## config.mk

```make
export PLATFORM = sky130hd
export DESIGN_NAME = inst_rom_arbiter
export DESIGN_NICKNAME = d
export VERILOG_FILES = /design/src/rtl/inst_rom_arbiter.sv
export SDC_FILE = /design/constraint.sdc
export NUM_CORES = 1
export LEC_CHECK = 0
export BUFFER_PORTS_ARGS = -buffer_cell sky130_fd_sc_hd__buf_4
export CAP_MARGIN = 20
export CORE_MARGIN = 8
export CORE_UTILIZATION = 44
export CTS_CLUSTER_DIAMETER = 150
export DETAILED_ROUTE_END_ITERATION = 10
export PLACE_DENSITY_LB_ADDON = 0.05
export SETUP_SLACK_MARGIN = 0.4
export SYNTH_ARGS = -nofsm -noshare
export SYNTH_HDL_FRONTEND = slang
export SYNTH_SLANG_ARGS = --single-unit
export TNS_END_PERCENT = 50
```

## constraint.sdc

```tcl
create_clock -name clk -period 5.2 [get_ports clk]
set_input_delay 0.78 -clock clk [delete_from_list [all_inputs] [get_ports clk]]
set_output_delay 0.78 -clock clk [all_outputs]
set_load 0.05 [all_outputs]
```

## src/rtl/inst_rom_arbiter.sv

```systemverilog
// ============================================================================
// Module      : inst_rom_arbiter
// Description : Shares one combinational instruction ROM between the fetch
//               port and a read-only data port, with a one-cycle registered
//               response and a stall request for the pipeline controller.
// Revision    : 1.0  initial release
// ============================================================================
`default_nettype none

module inst_rom_arbiter #(
  parameter int STARVE_LIMIT = 3,
  parameter int CNT_W        = 2
) (
  input  logic        clk,
  input  logic        rst,
  input  logic        if_req,
  input  logic [31:0] if_addr,
  input  logic        if_flush,
  output logic        if_gnt,
  output logic        if_rvalid,
  output logic [31:0] if_rdata,
  input  logic        mem_req,
  input  logic [31:0] mem_addr,
  output logic        mem_gnt,
  output logic        mem_rvalid,
  output logic [31:0] mem_rdata,
  output logic        mem_err,
  output logic        rom_ce,
  output logic [31:0] rom_addr,
  input  logic [31:0] rom_inst,
  output logic        stall_req
);

  typedef enum logic [1:0] {
    IDLE     = 2'd0,
    RESP_IF  = 2'd1,
    RESP_MEM = 2'd2,
    RESP_ERR = 2'd3
  } resp_state_e;

  localparam logic [CNT_W-1:0] c_starve_limit = CNT_W'(STARVE_LIMIT);

  resp_state_e      resp_state_q, resp_state_d;
  logic             err_with_if_q, err_with_if_d;
  logic [CNT_W-1:0] starve_cnt_q, starve_cnt_d;
  logic [31:0]      if_rdata_q, if_rdata_d;
  logic [31:0]      mem_rdata_q, mem_rdata_d;
  logic             mem_err_q, mem_err_d;

  logic mem_misaligned;
  logic mem_rom_req;
  logic force_if;
  logic mem_rom_gnt;
  logic mem_bypass_gnt;
  logic if_take;

  // Arbitration: a misaligned MEM request never touches the ROM, so it is
  // always granted and leaves the ROM free for IF in the same cycle.
  always_comb begin
    mem_misaligned = |mem_addr[1:0];
    mem_rom_req    = mem_req & ~mem_misaligned;
    force_if       = if_req & mem_rom_req & (starve_cnt_q == c_starve_limit);
    if_gnt         = 1'b0;
    mem_gnt        = 1'b0;
    if (!rst) begin
      mem_gnt = mem_req & ~force_if;
      if_gnt  = if_req & ~(mem_rom_req & ~force_if);
    end
    mem_rom_gnt    = mem_gnt & ~mem_misaligned;
    mem_bypass_gnt = mem_gnt & mem_misaligned;
    rom_ce         = if_gnt | mem_rom_gnt;
    if (if_gnt) begin
      rom_addr = if_addr;
    end else if (mem_rom_gnt) begin
      rom_addr = mem_addr;
    end else begin
      rom_addr = 32'h0;
    end
    stall_req = ~rst & ((if_req & ~if_gnt) | (mem_req & ~mem_gnt));
  end

  always_comb begin
    if_take       = if_gnt & ~if_flush;
    starve_cnt_d  = starve_cnt_q;
    resp_state_d  = IDLE;
    err_with_if_d = 1'b0;
    if_rdata_d    = if_rdata_q;
    mem_rdata_d   = mem_rdata_q;
    mem_err_d     = mem_err_q;

    if (!if_req || if_gnt) begin
      starve_cnt_d = '0;
    end else if (mem_rom_gnt && (starve_cnt_q < c_starve_limit)) begin
      starve_cnt_d = starve_cnt_q + CNT_W'(1);
    end

    // The bypass response is the only MEM response that can share a cycle
    // with an IF response, so it rides along as a side flag.
    if (if_take) begin
      resp_state_d  = RESP_IF;
      err_with_if_d = mem_bypass_gnt;
    end else if (mem_rom_gnt) begin
      resp_state_d = RESP_MEM;
    end else if (mem_bypass_gnt) begin
      resp_state_d = RESP_ERR;
    end

    if (if_take) begin
      if_rdata_d = rom_inst;
    end
    if (mem_rom_gnt) begin
      mem_rdata_d = rom_inst;
      mem_err_d   = 1'b0;
    end else if (mem_bypass_gnt) begin
      mem_rdata_d = 32'h0;
      mem_err_d   = 1'b1;
    end
  end

  always_ff @(posedge clk) begin
    if (rst) begin
      resp_state_q  <= IDLE;
      err_with_if_q <= 1'b0;
      starve_cnt_q  <= '0;
      if_rdata_q    <= 32'h0;
      mem_rdata_q   <= 32'h0;
      mem_err_q     <= 1'b0;
    end else begin
      resp_state_q  <= resp_state_d;
      err_with_if_q <= err_with_if_d;
      starve_cnt_q  <= starve_cnt_d;
      if_rdata_q    <= if_rdata_d;
      mem_rdata_q   <= mem_rdata_d;
      mem_err_q     <= mem_err_d;
    end
  end

  // A response due while reset is asserted is dropped rather than presented.
  assign if_rvalid  = ~rst & (resp_state_q == RESP_IF);
  assign mem_rvalid = ~rst & ((resp_state_q == RESP_MEM) ||
                              (resp_state_q == RESP_ERR) || err_with_if_q);
  assign if_rdata   = if_rdata_q;
  assign mem_rdata  = mem_rdata_q;
  assign mem_err    = mem_err_q;

endmodule

`default_nettype wire

```

### Word level (Yosys, flattened, before mapping)

Cells that the tools add are included.

* add/subtract/negate cells: 1
* $lt $le $gt $ge: 1
* eq/ne operators: 4
* muxes and demuxes: 9
* bitwise logic cells: 24
* reduce and logical (&&, ||, !) cells: 11

Operators by type and width (number)
* two-way mux 32 bit: 4
* AND 1 bit: 14
* OR reduction 2 bit: 5
* inverter 1 bit: 8
* equality test 2 bit (second input constant): 3
* two-way mux 2 bit: 2
* logical OR 1 bit: 3
* two-way mux 1 bit: 3
* adder 2 x 1 -> 2 bit (second input constant): 1
* equality test 2 x 1 -> 1 bit (second input constant): 1
* less-than comparator 2 bit (second input constant): 1
* bitwise OR 1 bit: 2
* nonzero test 2 bit: 1
* logical AND 1 bit: 1
* logical NOT 1 bit: 1

* flip-flop bits (word level): 70
* input port bits: 101
* output and inout bits: 103
* word-level logic and storage cells: 57

### Longest topological paths before layout

* depth in word-level cells: 14
* gate-level depth with buffers: 6
* gate-level depth less buffers: 4

### Worst setup path after synthesis

No wires, ideal clock.

* path type: input to output
* start: input rst
* end: output if_rvalid
* arrival time: 2.360 ns
* path slack: 2.060 ns
* cell stages on the path: 3
* buffers on the path: 2
* cells stage by stage: clkbuf_1 clkbuf_1 nor3b_1

* cells in the longest elaborated chain, start to end: 2

RTL lines
* from (decl): line 15 `input logic rst,`
* inverter 1 bit: line 139 `assign if_rvalid = ~rst & (resp_state_q == RESP_IF);`
* AND 1 bit: line 139
* to (decl): line 20 `output logic if_rvalid,`

No other way between the ends.

### Worst setup path after layout

* start: input rst
* end: output rom_addr[24]

* cells in the longest elaborated chain, start to end: 4

RTL lines
* two-way mux 1 bit: line 65 `if (!rst) begin`
* AND 1 bit: line 69 `mem_rom_gnt = mem_gnt & ~mem_misaligned;`
* two-way mux 32 bit: line 74 `end else if (mem_rom_gnt) begin`
* two-way mux 32 bit (*): line 72 `if (if_gnt) begin`
* to (decl): line 29 `output logic [31:0] rom_addr,`

Every way passes the cells marked *; elsewhere a longest branch is shown, timed or not.

==> load_flow_metrics.sql <==
INSERT INTO impl_metrics (metric_group, metric, value, unit) VALUES
('pwr', 'power.net_switching', '0.418', 'mW'),
('clock_network', 'cts_setup_buffers', '0', ''),
('grt', 'via_count_of_the_first_global_routing_pass', '2756', ''),
('routing', 'wl', '10000', 'um'),
('worst_setup_path', 'critical_path.max_stage_delay', '0.65', 'ns'),
('floorplanning', 'placementRows', '29', ''),
('cells_and_area', 'mostFrequentLayoutCells', 'sky130_fd_sc_hd__buf_4 (205), sky130_fd_sc_hd__dfxtp_1 (70), sky130_fd_sc_hd__a22o_1 (61)', ''),
('clock_network', 'ctsLongestPathBuffers', '2', ''),
('pwr', 'design_power_total', '1.34', 'mW'),
('routing', 'post_drt_via_cell_ratio', '5.10', ''),
('pwr', 'intPower', '0.922', 'mW'),
('timing', 'tns', '0', 'ns'),
('grt', 'globalRouteOverflowTotal', '0', ''),
('clock_network', 'cts_repair_resize_count', '0', ''),
('grt', 'grt_pass1_wl', '14600', 'um'),
('synthesis', 'synth_area', '2810', 'sq um'),
('floorplanning', 'core_area', '6280', 'sq um'),
('clock_network', 'ctsHoldBuffers', '0', ''),
('timing', 'grt_setup_unrepaired', 'no', ''),
('synthesis', 'netlist_instances', '247', ''),
('pwr', 'worst_ir_drop_on_vdd', '0.000232', 'V'),
('worst_setup_path', 'worst_path_max_delay_cell', 'sky130_fd_sc_hd__and3_2', ''),
('routing', 'routed_wire_length_per_instance', '19.1', 'um'),
('pwr', 'clkPwrFrac', '0.338', ''),
('worst_setup_path', 'path_cells', 'buf_4, nor2b_1, and3_2, a22o_1, buf_4', ''),
('synthesis', 'synth_cell_types', '25', ''),
('grt', 'number_of_antenna_violations_at_the_first_check_in_global_routing', '0', ''),
('timing', 'setup_violations', '0', ''),
('clock_network', 'cts_buffers', '9', ''),
('worst_setup_path', 'kind_of_start_point_of_the_critical_path', 'input port', ''),
('worst_setup_path', 'path_class', 'input port to output port', ''),
('run', 'maxCapViolations', '0', ''),
('cells_and_area', 'drive_above_1_share', '0.579', ''),
('placement', 'dpl_hpwl', '7650', 'um'),
('pwr', 'p_comb_frac', '0.238', ''),
('timing', 'finalCritPeriodShare', '0.609', ''),
('timing', 'min_cycle_time_layout', '3.17', 'ns'),
('min_path', 'hold-path-cell-count', '1', ''),
('routing', 'drc', '0', ''),
('worst_setup_path', 'cp.arrival', '2.39', 'ns'),
('timing', 'relSlewSlack', '0.446', ''),
('grt', 'gr-usage-met3', '0.0850', ''),
('synthesis', 'synthesis.nets', '349', ''),
('clock_network', 'cts_tree', 'yes', ''),
('cells_and_area', 'layout_commonest_cell', 'sky130_fd_sc_hd__buf_4', ''),
('grt', 'grt_util_met1', '0.213', ''),
('worst_setup_path', 'critical_path.max_fanout', '38', ''),
('pwr', 'portion_of_total_power_attributed_to_sequential_cells', '0.424', ''),
('routing', 'ant_nets', '0', ''),
('min_path', 'whs_endpoint', 'starve_cnt_q[0]', ''),
('pwr', 'p_sw_frac', '0.312', ''),
('synthesis', 'ys_warn_count', '0', ''),
('worst_setup_path', 'critPathRequiredTime', '4.42', 'ns'),
('min_path', 'holdCritPathClass', 'flop to flop', ''),
('synthesis', 'ys_seq_area_frac', '0.498', ''),
('routing', 'routed-via-count', '2673', ''),
('clock_network', 'worst_skew_pair.late_latency', '0.35', 'ns'),
('grt', 'grt.busiest_layer', 'met2', ''),
('worst_setup_path', 'category_of_the_worst_setup_path_capture_point', 'output port', ''),
('worst_setup_path', 'r2r_setup_slack', '2.95', 'ns'),
('timing', 'achievable-frequency', '316', 'MHz'),
('grt', 'grt_util_met2', '0.369', ''),
('clock_network', 'root_cell_of_the_clock_tree', 'sky130_fd_sc_hd__clkbuf_8', ''),
('timing', 'maxSlewViolCount', '0', ''),
('timing', 'hold_viol_final', '0', ''),
('routing', 'drt_pre_antenna_iters', '4', ''),
('synthesis', 'synthesis.area_per_instance', '11.4', 'sq um'),
('pwr', 'p_per_area', '295', 'nW/um^2'),
('status', 'run_status', 'finished clean', ''),
('cells_and_area', 'insertedDiodeCount', '0', ''),
('floorplanning', 'fp.dieArea', '9210', 'sq um');
synth_stat cells (all sizes together):
library cell / number / area, sq um
dfxtp: 70 / 1400
a22o: 61 / 534
nor2b: 33 / 206
mux2: 32 / 360
buf: 13 / 97.6
clkbuf: 8 / 30.0
nand2: 5 / 21.3
nor2: 4 / 15.0
inv: 3 / 11.3
nor3b: 3 / 22.5
a21oi: 2 / 10.0
and2: 2 / 12.5
and3: 2 / 17.5
o21ai: 2 / 10.0
a32o: 1 / 10.0
ha: 1 / 12.5
nand3: 1 / 5.00
nand4bb: 1 / 11.3
nor3: 1 / 5.00
or2: 1 / 6.26
or4b: 1 / 13.8
logic make-up after synthesis:
group / Yosys count / synth area share
buf+inv: 24 / 0.0494
compound gates: 66 / 0.201
fa+ha+maj: 1 / 0.00445
simple gates: 54 / 0.120
flops: 70 / 0.498
mux: 32 / 0.128
through the flow:
stage	setup slack [ns]	cell area, sq um	hold slack, ns	cells
6_report	2.03	4530	0.435	524
5_1_grt	1.92	4530	0.472	524
4_1_cts	2.04	4530	0.437	524
3_5_place_dp	2.05	4330	0.427	508
3_3_place_gp	2.10	4330	0.417	508
2_1_floorplan	2.06	2810	0.408	247
metal layers:
metal,wire [um],vias to the layer above,share of wire
met1,3750,1238,0.38
li1,-,1290,-
met5,0,-,0
met4,216,0,0.022
met3,1070,16,0.11
met2,4970,129,0.50
registers in the layout (all words and copies together) (netlist names):
register	count
err_with_if_q	1
if_rdata	32
mem_err	1
mem_rdata	32
resp_state_q	2
starve_cnt_q	2
critical path: cells and delay by family:
kind / cells / cell delay, ns
AOI/OAI and AO/OA: 1 / 0.23
and+or+nand+nor: 2 / 0.93
buffers and inverters: 2 / 0.44
power groups by stage:
stage	registers [mW]	logic, mW	clock network (mW)
floorplan	0.650	0.120	0
global placement	0.579	0.317	0
detailed placement	0.580	0.320	0
CTS	0.568	0.321	0.463
global route	0.571	0.333	0.488
finish	0.568	0.318	0.453
layout make-up:
cell class                      instances  area (sq um)
Fill cell                             504          1740
Timing Repair Buffer                  205          1540
Sequential cell                        70          1400
Multi-Input combinational cell        153          1280
Clock buffer                           10           138
Tap cell                               77          96.3
Clock inverter                          6          68.8
Inverter                                3          11.3
how the worst max path moves through the flow:
stage	from	endpoint	slack [ns]	cells past startpoint
3_5_place_dp	rst	rom_addr[29]	2.05	5
2_1_floorplan	rst	if_rvalid	2.06	3
6_report	rst	rom_addr[24]	2.03	5
3_3_place_gp	rst	rom_addr[29]	2.10	5
5_1_grt	rst	rom_addr[27]	1.92	5
4_1_cts	rst	rom_addr[29]	2.04	5
No activity file was read; power rests on OpenSTA's default activity.
